File: config.mk
export PLATFORM = sky130hd
export DESIGN_NAME = freq_div_prog_flat
export DESIGN_NICKNAME = d
export VERILOG_FILES = /design/src/rtl/freq_div_prog_if.sv /design/src/rtl/freq_div_prog.sv /design/src/flat_wrapper.sv
export SDC_FILE = /design/constraint.sdc
export NUM_CORES = 1
export LEC_CHECK = 0
export CORE_MARGIN = 2
export CORE_UTILIZATION = 40
export DETAILED_ROUTE_END_ITERATION = 8
export SKIP_CTS_REPAIR_TIMING = 1
export SYNTH_ARGS = -nofsm -noshare
export SYNTH_HDL_FRONTEND = slang
export SYNTH_SLANG_ARGS = --single-unit
File: constraint.sdc
create_clock -name clk -period 4.85 [get_ports clk]
set_input_delay 0.97 -clock clk [delete_from_list [all_inputs] [get_ports clk]]
set_output_delay 0.97 -clock clk [all_outputs]
set_load 0.01 [all_outputs]
File: src/rtl/freq_div_prog_if.sv
// Divisor load handshake for freq_div_prog: the master offers div_in/div_valid,
// the divider answers with div_ready.
interface freq_div_prog_if #(
    parameter int WIDTH = 16
);
    logic [WIDTH-1:0] div_in;
    logic             div_valid;
    logic             div_ready;

    modport master (output div_in, output div_valid, input  div_ready);
    modport slave  (input  div_in, input  div_valid, output div_ready);
endinterface

File: src/rtl/freq_div_prog.sv
// Runtime-programmable clock divider: divided square wave, period-start tick, divisor via valid/ready.
// Define FREQ_DIV_GLITCHLESS_EN to defer divisor loads to the next period wrap instead of restarting.
module freq_div_prog #(
    parameter int WIDTH       = 16,
    parameter int DEFAULT_DIV = 4
) (
    input  logic             clk,
    input  logic             reset,
    input  logic             en,
    freq_div_prog_if.slave   div_bus,
    output logic             frequency,
    output logic             tick,
    output logic [WIDTH-1:0] cur_div
);
    localparam logic [WIDTH-1:0] ZERO  = {WIDTH{1'b0}};
    localparam logic [WIDTH-1:0] ONE   = WIDTH'(32'd1);
    localparam logic [WIDTH-1:0] TWO   = WIDTH'(32'd2);
    localparam logic [WIDTH-1:0] DEF_N = WIDTH'(DEFAULT_DIV);

    typedef enum logic [1:0] {
        LD_NONE    = 2'd0,
        LD_RESTART = 2'd1,
        LD_STOPPED = 2'd2
    } load_mode_e;

    // A divisor of 1 cannot form a square wave, so it is promoted to 2
    function automatic logic [WIDTH-1:0] clamp_div(input logic [WIDTH-1:0] d);
        logic [WIDTH-1:0] r;
        if (d == ONE) begin
            r = TWO;
        end else begin
            r = d;
        end
        return r;
    endfunction

    // ceil(n/2) without the overflow that n+1 would hit at n = 2^WIDTH-1
    function automatic logic [WIDTH-1:0] high_len(input logic [WIDTH-1:0] n);
        return (n >> 1) + {{(WIDTH-1){1'b0}}, n[0]};
    endfunction

    logic [WIDTH-1:0] cnt_r;
    logic [WIDTH-1:0] n_r;
    logic             freq_r;
    logic             tick_r;
    logic             ready_r;

    logic [WIDTH-1:0] cnt_nx_s;
    logic [WIDTH-1:0] n_nx_s;
    logic             freq_nx_s;
    logic             tick_nx_s;
    logic             ready_nx_s;

    logic [WIDTH-1:0] cnt_inc_s;
    logic [WIDTH-1:0] cnt_step_s;
    logic             freq_step_s;
    logic             tick_step_s;
    logic             last_s;
    logic             accept_s;
    logic [WIDTH-1:0] new_n_s;
    load_mode_e       load_mode_s;
    logic [WIDTH-1:0] load_val_s;

    assign last_s   = (cnt_r == (n_r - ONE));
    assign accept_s = div_bus.div_valid && ready_r;
    assign new_n_s  = clamp_div(div_bus.div_in);

    // Free-running count step with no divisor load involved
    always_comb begin
        cnt_inc_s = last_s ? ZERO : (cnt_r + ONE);
        if (n_r == ZERO) begin
            cnt_step_s  = ZERO;
            freq_step_s = 1'b0;
            tick_step_s = 1'b0;
        end else if (en) begin
            cnt_step_s  = cnt_inc_s;
            freq_step_s = (cnt_inc_s < high_len(n_r));
            tick_step_s = (cnt_inc_s == ZERO);
        end else begin
            cnt_step_s  = cnt_r;
            freq_step_s = freq_r;
            tick_step_s = 1'b0;
        end
    end

`ifdef FREQ_DIV_GLITCHLESS_EN
    logic             pend_r;
    logic             pend_nx_s;
    logic [WIDTH-1:0] pend_val_r;
    logic [WIDTH-1:0] pend_val_nx_s;
    logic             wrap_s;

    assign wrap_s = en && (n_r != ZERO) && last_s;

    // Load now (wrap edge or stopped), park the divisor until the wrap, or just count
    always_comb begin
        load_mode_s   = LD_NONE;
        load_val_s    = new_n_s;
        pend_nx_s     = pend_r;
        pend_val_nx_s = pend_val_r;
        if (pend_r && wrap_s) begin
            load_mode_s = LD_RESTART;
            load_val_s  = pend_val_r;
            pend_nx_s   = 1'b0;
        end else if (accept_s && (n_r == ZERO)) begin
            load_mode_s = LD_STOPPED;
        end else if (accept_s && wrap_s) begin
            load_mode_s = LD_RESTART;
        end else if (accept_s) begin
            pend_nx_s     = 1'b1;
            pend_val_nx_s = new_n_s;
        end else begin
            load_mode_s = LD_NONE;
        end
        ready_nx_s = ~pend_nx_s;
    end

    // Pending divisor storage
    always_ff @(posedge clk or negedge reset) begin
        if (!reset) begin
            pend_r     <= 1'b0;
            pend_val_r <= ZERO;
        end else begin
            pend_r     <= pend_nx_s;
            pend_val_r <= pend_val_nx_s;
        end
    end
`else
    // Every accepted divisor takes effect on the accept edge
    always_comb begin
        load_mode_s = LD_NONE;
        load_val_s  = new_n_s;
        ready_nx_s  = 1'b1;
        if (accept_s && (n_r == ZERO)) begin
            load_mode_s = LD_STOPPED;
        end else if (accept_s) begin
            load_mode_s = LD_RESTART;
        end else begin
            load_mode_s = LD_NONE;
        end
    end
`endif

    // Merge load action with the count step; a load out of the stopped state
    // parks cnt at N-1 so the next enabled edge starts the period like after reset
    always_comb begin
        n_nx_s    = n_r;
        cnt_nx_s  = cnt_step_s;
        freq_nx_s = freq_step_s;
        tick_nx_s = tick_step_s;
        case (load_mode_s)
            LD_RESTART: begin
                n_nx_s    = load_val_s;
                cnt_nx_s  = ZERO;
                freq_nx_s = (load_val_s != ZERO);
                tick_nx_s = (load_val_s != ZERO);
            end
            LD_STOPPED: begin
                n_nx_s    = load_val_s;
                cnt_nx_s  = (load_val_s != ZERO) ? (load_val_s - ONE) : ZERO;
                freq_nx_s = 1'b0;
                tick_nx_s = 1'b0;
            end
            default: begin
                n_nx_s = n_r;
            end
        endcase
    end

    // Divider state and registered outputs
    always_ff @(posedge clk or negedge reset) begin
        if (!reset) begin
            cnt_r   <= DEF_N - ONE;
            n_r     <= DEF_N;
            freq_r  <= 1'b0;
            tick_r  <= 1'b0;
            ready_r <= 1'b1;
        end else begin
            cnt_r   <= cnt_nx_s;
            n_r     <= n_nx_s;
            freq_r  <= freq_nx_s;
            tick_r  <= tick_nx_s;
            ready_r <= ready_nx_s;
        end
    end

    assign frequency         = freq_r;
    assign tick              = tick_r;
    assign cur_div           = n_r;
    assign div_bus.div_ready = ready_r;

endmodule

File: src/flat_wrapper.sv
// flat-port wrapper written by rule: the top's interface ports become plain ports
module freq_div_prog_flat 
#(
    parameter int WIDTH       = 16,
    parameter int DEFAULT_DIV = 4
)
  (clk, reset, en, frequency, tick, cur_div, div_bus_div_in, div_bus_div_valid, div_bus_div_ready);
  freq_div_prog_if #(.WIDTH(WIDTH)) div_bus_i ();
  input  logic clk;
  input  logic reset;
  input  logic en;
  output logic frequency;
  output logic tick;
  output logic [WIDTH-1:0] cur_div;
  input wire logic [$bits(div_bus_i.div_in)-1:0] div_bus_div_in;
  input wire logic [$bits(div_bus_i.div_valid)-1:0] div_bus_div_valid;
  output wire logic [$bits(div_bus_i.div_ready)-1:0] div_bus_div_ready;
  assign div_bus_i.div_in = div_bus_div_in;
  assign div_bus_i.div_valid = div_bus_div_valid;
  assign div_bus_div_ready = div_bus_i.div_ready;
  freq_div_prog #(.WIDTH(WIDTH), .DEFAULT_DIV(DEFAULT_DIV)) u_core (.clk(clk), .reset(reset), .en(en), .div_bus(div_bus_i), .frequency(frequency), .tick(tick), .cur_div(cur_div));
endmodule
==> impl_results.md, run 1 <==
* Status: complete, no violations
* Crit-path max FO at 16
* Reg clk slew, reported paths at 0.08 ns
* Post-synth EDFFs at 0
* Cell Chain, Critical Path: inv_1, ha_1, nor4b_1, nand4_1, a211oi_1, nand4_1, a2111oi_4, buf_4, nor2_1, ha_1, a21o_1, a21oi_1, nor2_1, a2111oi_0, o211ai_1, o21ai_0
* FILL cells at 926
* DR WL/cell at 19.0 µm
* Most frequent cell after synthesis: nor2_1
* CORE AREA at 0.00920 mm²
* Slowest CP cell: a2111oi_0
* WP data arrival at 4.51 ns
* Count of max-cap constraint violations at 0
* Count of different cell masters after synthesis at 62
* CTS root buf: clkbuf_8
* Tot GR Track Use at 23.7%
* Fraction of registers with async set/reset at 100%
* Pin count of the biggest net entering global routing at 35
* Rel. slew slack at 36.8%
* TritonCTS clock tree: built
* CTS Buf Count at 5
* Yosys warns at 0
* Leak at 0.00167 µW
* Final Wtd Congestion at 0.949
* Post-layout net count at 539
* Die width at 101 µm
* DR vias at 3709
* # diodes at 0
* CP required at 5.06 ns
* Detailed Place HPWL at 9070 µm
* Top cells by area, synth: dfrtp_1, ha_1, xnor2_1
* Mean post-synth cell area at 7.86 µm²
* Period utilization at 88.7%
* Final Max Tran Viols at 0
* Final hold vios at 0
* Drt first-iter violations at 313
* Vias/cell at 6.11
* Mapped Cells at 478
* Reg2reg setup slack at 0.55 ns
* Peak supply drop at 106 µV
* Post-Syn Nets at 521
* CTS HTree Levels at 2
* TNS Setup at 0 ns
* Worst-Skew Late Latency at 0.29 ns
* DRC Markers at 0
* Main synth FF type: dfrtp_1
* Full die area at 0.0102 mm²
* DRT Pass-1 Iters at 6
* DIE HEIGHT at 101 µm
* PD cells at 188 mW/mm²
* Largest stage delay on the critical path at 0.51 ns
* Final setup viols at 0
* Global route overflow at 0
* Hold Path Class: reg2reg
* Critical path class: reg2reg
* Synthesis-stage register bit count at 34
* Crit end category: flop
* First-pass GRT wire length at 19100 µm
* Fmax at 232 MHz
* Slew of the pin with the lowest slew margin at 0.946 ns
* Crit path time final at 4.30 ns
* Max Root-Sink Buffers at 2
* Post-synth top cells: nor2_1, xnor2_1, dfrtp_1, nand2_1
* RSZ-0062 raised after global routing: false
* Initial antenna violation count at 0
* Vias in the first global route at 3665
* Sink Count at 34
* Initial Utilization at 40.9%
* Share of cells above drive strength 1 at 8.27%
* I/O Buffers at 37
* Synth area leader: dfrtp_1
* Critical path launch point type: flop
* Cell Area, Synth at 0.00376 mm²
* Hold_ws at 0.694 ns
* WL final at 11500 µm
* Fin Clk Skew at 0.00495 ns
* Final ANT Viol Nets at 0
* Register area share after synthesis at 22.7%
* # IOs at 39
* Site Rows at 35
* Syn-to-layout area delta at 13.3%
* Post-synth top area share at 20.6%
cell type report:
type / count / area (µm²) / share of cell area [%]
Sequential cell: 34 / 855 / 20.1
Inverter: 14 / 52.6 / 1.23
Multi-Input combinational cell: 396 / 2710 / 63.6
Clock buffer: 7 / 76.3 / 1.79
Timing Repair Buffer: 45 / 425 / 9.99
Tap cell: 111 / 139 / 3.26
layout by cell type (no fill, tap or decap), drive strengths merged, types with 8 or more instances in the layout:
cell	count
a21oi	19
a31oi	8
and3	10
buf	9
clkdlybuf4s50	36
dfrtp	31
ha	23
inv	14
mux2	13
nand2	31
nand3	17
nand4	14
nor2	55
nor3	16
nor4	13
nor4b	8
o21ai	22
xnor2	32
xor2	27
path summary, 6_finish.rpt:
kind	to	from	cells past startpoint
worst min register to register	u_core.cnt_r[0]$_DFFE_PN1P_	u_core.cnt_r[0]$_DFFE_PN1P_	3
worst max register to register	u_core.frequency$_DFFE_PN0P_	u_core.cur_div[0]$_DFFE_PN0N_	16
min in group asynchronous	u_core.cur_div[4]$_DFFE_PN0N_	reset	1
worst max-delay path	u_core.frequency$_DFFE_PN0P_	u_core.cur_div[0]$_DFFE_PN0N_	16
worst min-delay path	u_core.cnt_r[0]$_DFFE_PN1P_	u_core.cnt_r[0]$_DFFE_PN1P_	3
max in group asynchronous	u_core.cur_div[9]$_DFFE_PN0N_	reset	1
per-stage QoR:
step / area (µm²) / cells / util [%] / setup slack (ns) / total power, µW
floorplan: 3760 / 478 / - / 0.721 / 487
global placement: 4180 / 600 / 45.5 / 0.739 / 589
detailed placement: 4180 / 600 / 45.5 / 0.600 / 593
CTS: 4260 / 607 / 46.3 / 0.558 / 803
global route: 4260 / 607 / 46.3 / 0.105 / 841
finish: 4260 / 607 / 46.3 / 0.546 / 798
critical path: cells and delay by family, from the launching register on:
kind,cells,cell delay (ns)
fa+ha+maj,2,0.60
compound gates,7,1.80
buf+inv,2,0.42
flops,1,0.48
simple gates,5,0.91
routing by layer:
layer | vias up | share of wire (%) | GRT usage (%)
met5 | - | 0 | 0
met4 | 0 | 2.1 | 6.34
met3 | 17 | 5.5 | 2.36
met2 | 146 | 48 | 40.7
met1 | 1777 | 45 | 32.0
li1 | 1769 | - | -
state kept, by name (all words and copies together) (netlist names):
signal,flops
u_core.tick,1
u_core.frequency,1
u_core.cur_div,16
u_core.cnt_r,16
cells by family after synthesis:
logic type / Yosys count / share of synthesized area, %
other: 1 / 0.0998
and+or+nand+nor: 205 / 29.3
muxes: 14 / 4.16
AOI/OAI and AO/OA: 94 / 17.1
buffers and inverters: 48 / 5.16
adders and majority gates: 23 / 7.66
xor gates and xnor gates: 59 / 13.8
DFF: 34 / 22.7
report_power, final:
| part | internal (µW) | leakage [µW] | switching, µW |
|---|---|---|---|
| registers | 302 | 0.000423 | 50.7 |
| logic | 115 | 0.00121 | 121 |
| clock network | 99.1 | 0.0000383 | 110 |
| total | 517 | 0.00167 | 282 |
Note: power is estimated with default switching activity, not from simulation.
==> inputs of run 2 (changes only) <==
==> constraint.sdc (replaced) <==
create_clock -name clk -period 4.85 [get_ports clk]
set_input_delay 0.97 -clock clk [delete_from_list [all_inputs] [get_ports clk]]
set_output_delay 0.97 -clock clk [all_outputs]
set_load 0.1 [all_outputs]
==> results of run 2 <==
The final DEF is identical to that of run 1. Status: complete, no violations.
Main changes from that run: total power 798 µW -> 903 µW; worst IR drop on VDD 106 µV -> 131 µV
